### src/rtl/cola_vend_ctrl_if.sv
// Handshake bundle between the cola vending controller and its coin, dispenser and operator peripherals.
interface cola_vend_ctrl_if;
  logic       pi_money_half;
  logic       pi_money_one;
  logic       pi_cancel;
  logic       pi_refill;
  logic       pi_disp_ack;
  logic       po_cola;
  logic       po_money;
  logic       po_reject;
  logic [3:0] po_credit;
  logic       po_empty;

  modport master (
    output pi_money_half, pi_money_one, pi_cancel, pi_refill, pi_disp_ack,
    input  po_cola, po_money, po_reject, po_credit, po_empty
  );

  modport slave (
    input  pi_money_half, pi_money_one, pi_cancel, pi_refill, pi_disp_ack,
    output po_cola, po_money, po_reject, po_credit, po_empty
  );
endinterface

### src/rtl/cola_vend_ctrl.sv
// Cola vending sequencer: credit accumulation in half-units, dispense handshake,
// change/refund pulse train and stock tracking. All outputs are registered.
module cola_vend_ctrl #(
  parameter int PRICE      = 5,
  parameter int STOCK_INIT = 8,
  parameter int TIMEOUT    = 1000
) (
  input  logic           sys_clk,
  input  logic           sys_rst_n,
  cola_vend_ctrl_if.slave bus
);

  localparam int TW = (TIMEOUT > 2) ? $clog2(TIMEOUT) : 1;
  localparam logic [4:0]    PRICE_W  = 5'(PRICE);
  localparam logic [3:0]    STOCK_W  = 4'(STOCK_INIT);
  localparam logic [TW-1:0] TMO_LAST = TW'(TIMEOUT - 1);

  typedef enum logic [3:0] {
    IDLE     = 4'b0001,
    ACCUM    = 4'b0010,
    DISPENSE = 4'b0100,
    REFUND   = 4'b1000
  } state_t;

  state_t        state, state_nxt;
  logic [3:0]    credit, credit_nxt;
  logic [3:0]    stock, stock_nxt;
  logic [TW-1:0] tmo, tmo_nxt;
  logic          money_q, money_nxt;
  logic          reject_q, reject_nxt;
  logic          cola_q;
  logic          empty_q;

  logic          coin;
  logic [1:0]    coin_val;
  logic [4:0]    sum;

  assign coin     = bus.pi_money_half | bus.pi_money_one;
  assign coin_val = {bus.pi_money_one, bus.pi_money_half};
  assign sum      = {1'b0, credit} + {3'b000, coin_val};

  always_comb begin
    state_nxt  = state;
    credit_nxt = credit;
    stock_nxt  = stock;
    tmo_nxt    = '0;
    money_nxt  = 1'b0;
    reject_nxt = 1'b0;
    case (state)
      IDLE: begin
        if (coin) begin
          if (stock == 4'd0) begin
            reject_nxt = 1'b1;
          end else if (sum >= PRICE_W) begin
            credit_nxt = 4'(sum - PRICE_W);
            state_nxt  = DISPENSE;
          end else begin
            credit_nxt = sum[3:0];
            state_nxt  = ACCUM;
          end
        end
        if (bus.pi_refill) stock_nxt = STOCK_W;
      end
      ACCUM: begin
        // A completing coin wins over a same-cycle cancel.
        if (sum >= PRICE_W) begin
          credit_nxt = 4'(sum - PRICE_W);
          state_nxt  = DISPENSE;
        end else if (bus.pi_cancel) begin
          credit_nxt = sum[3:0];
          state_nxt  = REFUND;
        end else if (coin) begin
          credit_nxt = sum[3:0];
        end else if (tmo == TMO_LAST) begin
          state_nxt = REFUND;
        end else begin
          tmo_nxt = tmo + 1'b1;
        end
      end
      DISPENSE: begin
        reject_nxt = coin;
        if (bus.pi_disp_ack) begin
          stock_nxt = stock - 4'd1;
          if (credit != 4'd0) begin
            money_nxt  = 1'b1;
            credit_nxt = credit - 4'd1;
            state_nxt  = REFUND;
          end else begin
            state_nxt = IDLE;
          end
        end
      end
      REFUND: begin
        // Pulses only follow a low cycle, so po_money never stays high twice.
        reject_nxt = coin;
        if (!money_q && credit != 4'd0) begin
          money_nxt  = 1'b1;
          credit_nxt = credit - 4'd1;
        end else if (credit == 4'd0) begin
          state_nxt = IDLE;
        end
      end
      default: begin
        state_nxt  = IDLE;
        credit_nxt = 4'd0;
      end
    endcase
  end

  always_ff @(posedge sys_clk or negedge sys_rst_n) begin
    if (!sys_rst_n) begin
      state    <= IDLE;
      credit   <= 4'd0;
      stock    <= STOCK_W;
      tmo      <= '0;
      money_q  <= 1'b0;
      reject_q <= 1'b0;
      cola_q   <= 1'b0;
      empty_q  <= 1'b0;
    end else begin
      state    <= state_nxt;
      credit   <= credit_nxt;
      stock    <= stock_nxt;
      tmo      <= tmo_nxt;
      money_q  <= money_nxt;
      reject_q <= reject_nxt;
      cola_q   <= (state_nxt == DISPENSE);
      empty_q  <= (stock_nxt == 4'd0);
    end
  end

  assign bus.po_cola   = cola_q;
  assign bus.po_money  = money_q;
  assign bus.po_reject = reject_q;
  assign bus.po_credit = credit;
  assign bus.po_empty  = empty_q;

endmodule

### src/flat_wrapper.sv
// flat-port wrapper written by rule: the top's interface ports become plain ports
module cola_vend_ctrl_flat 
#(
  parameter int PRICE      = 5,
  parameter int STOCK_INIT = 8,
  parameter int TIMEOUT    = 1000
)
  (sys_clk, sys_rst_n, bus_pi_money_half, bus_pi_money_one, bus_pi_cancel, bus_pi_refill, bus_pi_disp_ack, bus_po_cola, bus_po_money, bus_po_reject, bus_po_credit, bus_po_empty);
  cola_vend_ctrl_if bus_i ();
  input  logic sys_clk;
  input  logic sys_rst_n;
  input wire logic [$bits(bus_i.pi_money_half)-1:0] bus_pi_money_half;
  input wire logic [$bits(bus_i.pi_money_one)-1:0] bus_pi_money_one;
  input wire logic [$bits(bus_i.pi_cancel)-1:0] bus_pi_cancel;
  input wire logic [$bits(bus_i.pi_refill)-1:0] bus_pi_refill;
  input wire logic [$bits(bus_i.pi_disp_ack)-1:0] bus_pi_disp_ack;
  output wire logic [$bits(bus_i.po_cola)-1:0] bus_po_cola;
  output wire logic [$bits(bus_i.po_money)-1:0] bus_po_money;
  output wire logic [$bits(bus_i.po_reject)-1:0] bus_po_reject;
  output wire logic [$bits(bus_i.po_credit)-1:0] bus_po_credit;
  output wire logic [$bits(bus_i.po_empty)-1:0] bus_po_empty;
  assign bus_i.pi_money_half = bus_pi_money_half;
  assign bus_i.pi_money_one = bus_pi_money_one;
  assign bus_i.pi_cancel = bus_pi_cancel;
  assign bus_i.pi_refill = bus_pi_refill;
  assign bus_i.pi_disp_ack = bus_pi_disp_ack;
  assign bus_po_cola = bus_i.po_cola;
  assign bus_po_money = bus_i.po_money;
  assign bus_po_reject = bus_i.po_reject;
  assign bus_po_credit = bus_i.po_credit;
  assign bus_po_empty = bus_i.po_empty;
  cola_vend_ctrl #(.PRICE(PRICE), .STOCK_INIT(STOCK_INIT), .TIMEOUT(TIMEOUT)) u_core (.sys_clk(sys_clk), .sys_rst_n(sys_rst_n), .bus(bus_i));
endmodule
### config.mk
export PLATFORM = sky130hd
export DESIGN_NAME = cola_vend_ctrl_flat
export DESIGN_NICKNAME = d
export VERILOG_FILES = /design/src/rtl/cola_vend_ctrl_if.sv /design/src/rtl/cola_vend_ctrl.sv /design/src/flat_wrapper.sv
export SDC_FILE = /design/constraint.sdc
export NUM_CORES = 1
export LEC_CHECK = 0
export CAP_MARGIN = 0
export CELL_PAD_IN_SITES_DETAIL_PLACEMENT = 1
export CELL_PAD_IN_SITES_GLOBAL_PLACEMENT = 2
export CORE_MARGIN = 2
export CORE_UTILIZATION = 32
export CTS_CLUSTER_SIZE = 28
export DETAILED_ROUTE_END_ITERATION = 8
export PLACE_DENSITY = 0.76
export SYNTH_ARGS = -nofsm -noshare
export SYNTH_HDL_FRONTEND = slang
export SYNTH_SLANG_ARGS = --single-unit
### constraint.sdc
create_clock -name sys_clk -period 2.32 [get_ports sys_clk]
set_input_delay 0.464 -clock sys_clk [delete_from_list [all_inputs] [get_ports sys_clk]]
set_output_delay 0.464 -clock sys_clk [all_outputs]
set_load 0.01 [all_outputs]
* Word level (Yosys, flattened, before mapping)
Index checks and enable logic that the tools add are counted.
** Word-level totals
- Register bits :: 26
- Word-level logic and storage cells :: 72
** Cells by class
- Add/subtract/negate cells :: 5
- Order comparisons :: 1
- Equal/unequal tests :: 12
- Muxes and demuxes :: 37
- Bitwise operators :: 1
- Reductions and logical operators :: 8
** Operator list (number)
- $mux W4 :: 21
- $mux W10 :: 5
- $pmux W4 S4 :: 2
- $logic_not A4 Y1 :: 3
- $add A10 B1 Y10 const B :: 1
- $eq A10 B10 Y1 const B :: 1
- $eq A4 B3 Y1 const B :: 2
- $pmux W4 S2 :: 1
- $sub A4 B1 Y4 const B :: 2
- $ne A2 B1 Y1 const B :: 3
- $reduce_and A6 Y1 :: 1
- $add A4 B2 Y5 :: 1
- $ge A5 B3 Y1 const B :: 1
- $mux W1 :: 5
- $eq A4 B1 Y1 const B :: 1
- $eq A4 B2 Y1 const B :: 1
- $eq A4 B4 Y1 const B :: 1
- $ne A2 B2 Y1 const B :: 2
- $ne A4 B2 Y1 const B :: 1
- $pmux W1 S2 :: 2
- $reduce_bool A4 Y1 :: 1
- $sub A4 B3 Y4 const B :: 1
- $mux W3 :: 1
- $reduce_or A2 Y1 :: 1
- other kinds (3) :: 3

* Depth between registers and ports, before layout
- Depth in word-level cells :: 7
- Depth in mapped cells :: 9
- Depth with buffers taken out :: 9

* Least setup slack after synthesis
OpenSTA, ideal clock, no wires.
- Path type :: register to register
- Start point :: reg u_core.credit[0] (netlist: u_core.bus.po_credit[0])
- End point :: reg u_core.credit[3] (netlist: u_core.bus.po_credit[3])
- Library setup time :: 133 ps
- Data arrival time :: 2474 ps
- Required time :: 2187 ps
- Setup slack :: -287 ps
- Cell stages (with the launch flop) :: 10
- Path buffers :: 0
- Clock period less this slack :: 2607 ps
- Cells stage by stage :: dfrtp_1 ha_1 fa_1 inv_1 ha_1 nor3_1 o22ai_2 or3_1 nand2b_2 o21ai_0
** Between the ends
- Cells in the longest elaborated chain, start to end :: 6
- Elaborated cells between the ends (all ways) :: 20
- Classes of those cells :: 3 x add/sub; 1 x order compare; 3 x eq/ne; 10 x mux; 3 x reduce/logical
** RTL lines
- start: declaration :: line cola_vend_ctrl.sv:26 : logic [3:0] credit, credit_nxt;
- start signal: assignment :: line cola_vend_ctrl.sv:122 : credit <= credit_nxt;
- $add A4 B2 Y5 :: line cola_vend_ctrl.sv:40 : assign sum = {1'b0, credit} + {3'b000, coin_val};
- $sub A4 B3 Y4 or $ge A5 B3 Y1 (tied branches)
- $mux W4 :: line cola_vend_ctrl.sv:54 : end else if (sum >= PRICE_W) begin
- $mux W4 :: line cola_vend_ctrl.sv:52 : if (stock == 4'd0) begin
- $mux W4 :: line cola_vend_ctrl.sv:51 : if (coin) begin
- $pmux W4 S4 :: line cola_vend_ctrl.sv:49 : case (state)
Several ways; a longest one is shown, not always the timed one. The select of a mux whose other input is x is not followed.
A chain may end at the register's enable or synchronous reset.

* Worst setup path in the final report
- Start point :: in bus_pi_money_half
- End point :: reg u_core.credit[2] (netlist: u_core.bus.po_credit[2])
** Between the ends
- Cells in the longest elaborated chain, start to end :: 6
- Elaborated cells between the ends (all ways) :: 14
- Classes of those cells :: 2 x add/sub; 1 x order compare; 2 x eq/ne; 7 x mux; 1 x bitwise; 1 x reduce/logical
** RTL lines
- start: declaration :: line flat_wrapper.sv:12 : input wire logic [$bits(bus_i.pi_money_half)-1:0] bus_pi_money_half;
- $add A4 B2 Y5 :: line cola_vend_ctrl.sv:40
- $sub A4 B3 Y4 or $ge A5 B3 Y1 (tied branches)
- $mux W4 :: line cola_vend_ctrl.sv:54
- $mux W4 :: line cola_vend_ctrl.sv:52
- $mux W4 :: line cola_vend_ctrl.sv:51
- $pmux W4 S4 :: line cola_vend_ctrl.sv:49
Several ways; a longest one is shown, not always the timed one. The select of a mux whose other input is x is not followed.

==> flow_metrics.env <==
export IMPL_ys_async_sr_fraction_pct=100
export IMPL_final_common_cell="buf_4"
export IMPL_crit_required_ns=2.47
export IMPL_synth_largest_area_cell="dfrtp_1"
export IMPL_wire_per_inst_um=16.3
export IMPL_finalCriticalPeriod_ns=2.39
export IMPL_netlist_area_um2=1740
export IMPL_hold_ws_ns=0.502
export IMPL_leakage_uw=0.000919
export IMPL_r2r_end="u_core.bus.po_credit[2]"
export IMPL_status="finished, violations left"
export IMPL_dpl_hpwl_um=3820
export IMPL_crit_reg2reg_launch="u_core.bus.po_credit[0]"
export IMPL_violations="negative setup slack"
export IMPL_max_freq_ghz=0.419
export IMPL_antenna_found_initial=0
export IMPL_reg2reg_slack_ns=-0.06
export IMPL_syn_to_final_growth_pct=31.9
export IMPL_wl_met1_um=2190
export IMPL_grt_max_degree=27
export IMPL_fp_dieH_um=77.7
export IMPL_cp_common_cell="ha_4"
export IMPL_clkSlewWorstSetupHoldPaths_ns=0.09
export IMPL_ys_warn_count=0
export IMPL_p_per_area_nw_per_um2=1310
export IMPL_initial_core_util_pct=33.6
export IMPL_die_x_um=77.7
export IMPL_synth_cell_types=51
export IMPL_cp_data_arrival_time_ns=2.53
export IMPL_nets=243
export IMPL_grt_pass1_wl_um=8290
export IMPL_rsz0062_at_grt="true"
export IMPL_worstPathMaxFanout=6
export IMPL_post_place_ws_ns=-0.815
export IMPL_synth_top_area_share_pct=34.5
export IMPL_cts_tree="done"
export IMPL_rr_worst_depth=9
export IMPL_h_tree_depth=1
export IMPL_overflow=0
export IMPL_clockRootBuffer="clkbuf_8"
export IMPL_first_pass_iters=4
export IMPL_ant_nets=0
export IMPL_cpMaxStageDelayCell="fa_2"
export IMPL_postLayoutCellArea_um2=2290
export IMPL_dieArea_um2=6040
export IMPL_fin_cells=297
export IMPL_synth_nets=205
export IMPL_routed_wl_met2_um=2520
export IMPL_maxCapViolations=0
export IMPL_final_cell_mix="buf_4 (25), dfrtp_1 (23), nor2_1 (14)"
export IMPL_vdd_drop_max_mv=0.627
export IMPL_skew_ns=0.00160
export IMPL_finalCritPeriodShare_pct=103
export IMPL_fp_coreArea_um2=5170
export IMPL_wl_met3_um=70
export IMPL_synth_area_leaders="dfrtp_1 (35%), ha_1 (5.0%), nor2_1 (4.7%)"
export IMPL_yosysSeqAreaShare_pct=37.6
export IMPL_num_rows=26
export IMPL_avgSynthCellArea_um2=9.15
export IMPL_startpoint_type="input pin"
export IMPL_final_hold_violation_count=0
export IMPL_dp_cells=290
export IMPL_drt_initial_drc_count=74
export IMPL_synth_edff_count=0
export IMPL_cts_buffer_depth=2
export IMPL_setup_viol=5
export IMPL_drt_wl_total_um=4830
export IMPL_top_layer="met4"
export IMPL_grt_pass1_vias=1685
export IMPL_clock_sinks=26
export IMPL_vias=1570
export IMPL_placed_area_um2=2130
export IMPL_n_antenna_cell=0
export IMPL_io_pins=15
export IMPL_gr_usage_all_layers_pct=17.1
export IMPL_ys_ff_latch=26
export IMPL_io_buffers=14
export IMPL_critical_path_class="input pin to flop"
export IMPL_post_route_util_pct=44.4
export IMPL_end_kind="flop"
export IMPL_critPathCapture="u_core.bus.po_credit[2]"
export IMPL_final_layout_size_suffix_gt1_share_pct=28.2
export IMPL_startpoint="bus_pi_money_half"
export IMPL_worst_pin_slew_ns=0.463
export IMPL_ys_flop_type="dfrtp_1"
export IMPL_slew_headroom_pct=68.9
export IMPL_place_congestion=0.803
export IMPL_cp_slowest_stage_delay_ns=0.55
export IMPL_numCtsBuffers=3
export IMPL_synthCells=190
export IMPL_hp_class="flop to flop"
export IMPL_drc=0
export IMPL_setup_ws_ns=-0.0661
export IMPL_clk_latency_ns=0.27
export IMPL_viasPerCell=5.29
export IMPL_drv_slew=0
export IMPL_cp_cell_sequence="clkdlybuf4s15_1 > ha_4 > fa_2 > inv_2 > ha_4 > nor3_4 > o22ai_4 > or3_4 > nand2b_4 > o22ai_1"
-- cell usage after synthesis, types with 4 or more instances --
| master | number |
|---|---|
| nand2_1 | 13 |
| inv_1 | 11 |
| nor2_1 | 22 |
| ha_1 | 7 |
| nand2b_1 | 4 |
| a21oi_1 | 8 |
| buf_6 | 4 |
| o21ai_0 | 13 |
| xor2_1 | 5 |
| dfrtp_1 | 24 |
| o22ai_1 | 4 |
| xnor2_1 | 5 |
| nor3_1 | 8 |
| nand3_1 | 7 |
-- cells by family after synthesis --
family,after synthesis,synth area share [%]
AO/OA/AOI/OAI,46,18.1
XOR/XNOR,10,5.04
adder cells (fa/ha/maj),8,6.19
buffers and inverters,17,5.68
flip-flops,26,37.6
multiplexers,1,0.576
AND/OR/NAND/NOR,82,26.9
-- area by class of cell --
class	instances	area, um^2
Fill cell	584	2880
Multi-Input combinational cell	147	1110
Inverter	11	41.3
Tap cell	70	87.6
Sequential cell	26	654
Clock inverter	1	30.0
Clock buffer	3	41.3
Timing Repair Buffer	39	327
-- repair_timing --
| item | CTS | global route |
|---|---|---|
| gates resized for setup | 13 | 10 |
| hold buffers | 0 | 0 |
| buffers inserted | 2 | 1 |
| pin swaps | 4 | 6 |
| endpoints found under the setup margin | 18 | 18 |
-- how the worst min path moves through the flow --
stage                   from                 end  slack [ns]  cells past startpoint
6_report       u_core.tmo[0]       u_core.tmo[0]        0.50                      1
5_1_grt        u_core.tmo[0]       u_core.tmo[0]        0.52                      1
4_1_cts        u_core.tmo[0]       u_core.tmo[0]        0.50                      1
3_5_place_dp   u_core.tmo[0]       u_core.tmo[0]        0.49                      1
3_3_place_gp   u_core.tmo[0]       u_core.tmo[0]        0.46                      1
2_1_floorplan      sys_rst_n  u_core.bus.po_cola        0.17                      0
-- layer usage --
metal,vias up,GRT usage [%]
met1,790,21.7
met2,17,30.6
met3,4,1.40
li1,759,-
met5,-,0
met4,0,5.36
-- state kept, by name, summed over array words and instances, names as in the netlist --
register,flops
u_core.bus.po_cola,1
u_core.state,4
u_core.bus.po_credit,4
u_core.bus.po_money,1
u_core.stock,4
u_core.bus.po_reject,1
u_core.bus.po_empty,1
u_core.tmo,10
-- power by group --
part           switching (uW)  internal, uW
registers                 177           579
clock network             142           231
logic                     944           927
-- metrics by stage --
| stage | power (uW) | TNS (ns) |
|---|---|---|
| 2_1_floorplan | 1800 | -0.0787 |
| 3_3_place_gp | 2390 | -9.45 |
| 3_5_place_dp | 2470 | -11.04 |
| 4_1_cts | 2990 | -0.441 |
| 5_1_grt | 3240 | -1.89 |
| 6_report | 3000 | -0.263 |
-- worst max-delay path: cells and delay by family --
kind | cells | cell delay (ns)
adder cells (fa/ha/maj) | 3 | 0.91
buffers and inverters | 2 | 0.28
AO/OA/AOI/OAI | 2 | 0.21
AND/OR/NAND/NOR | 3 | 0.66
Note: power is estimated with default switching activity, not from simulation.
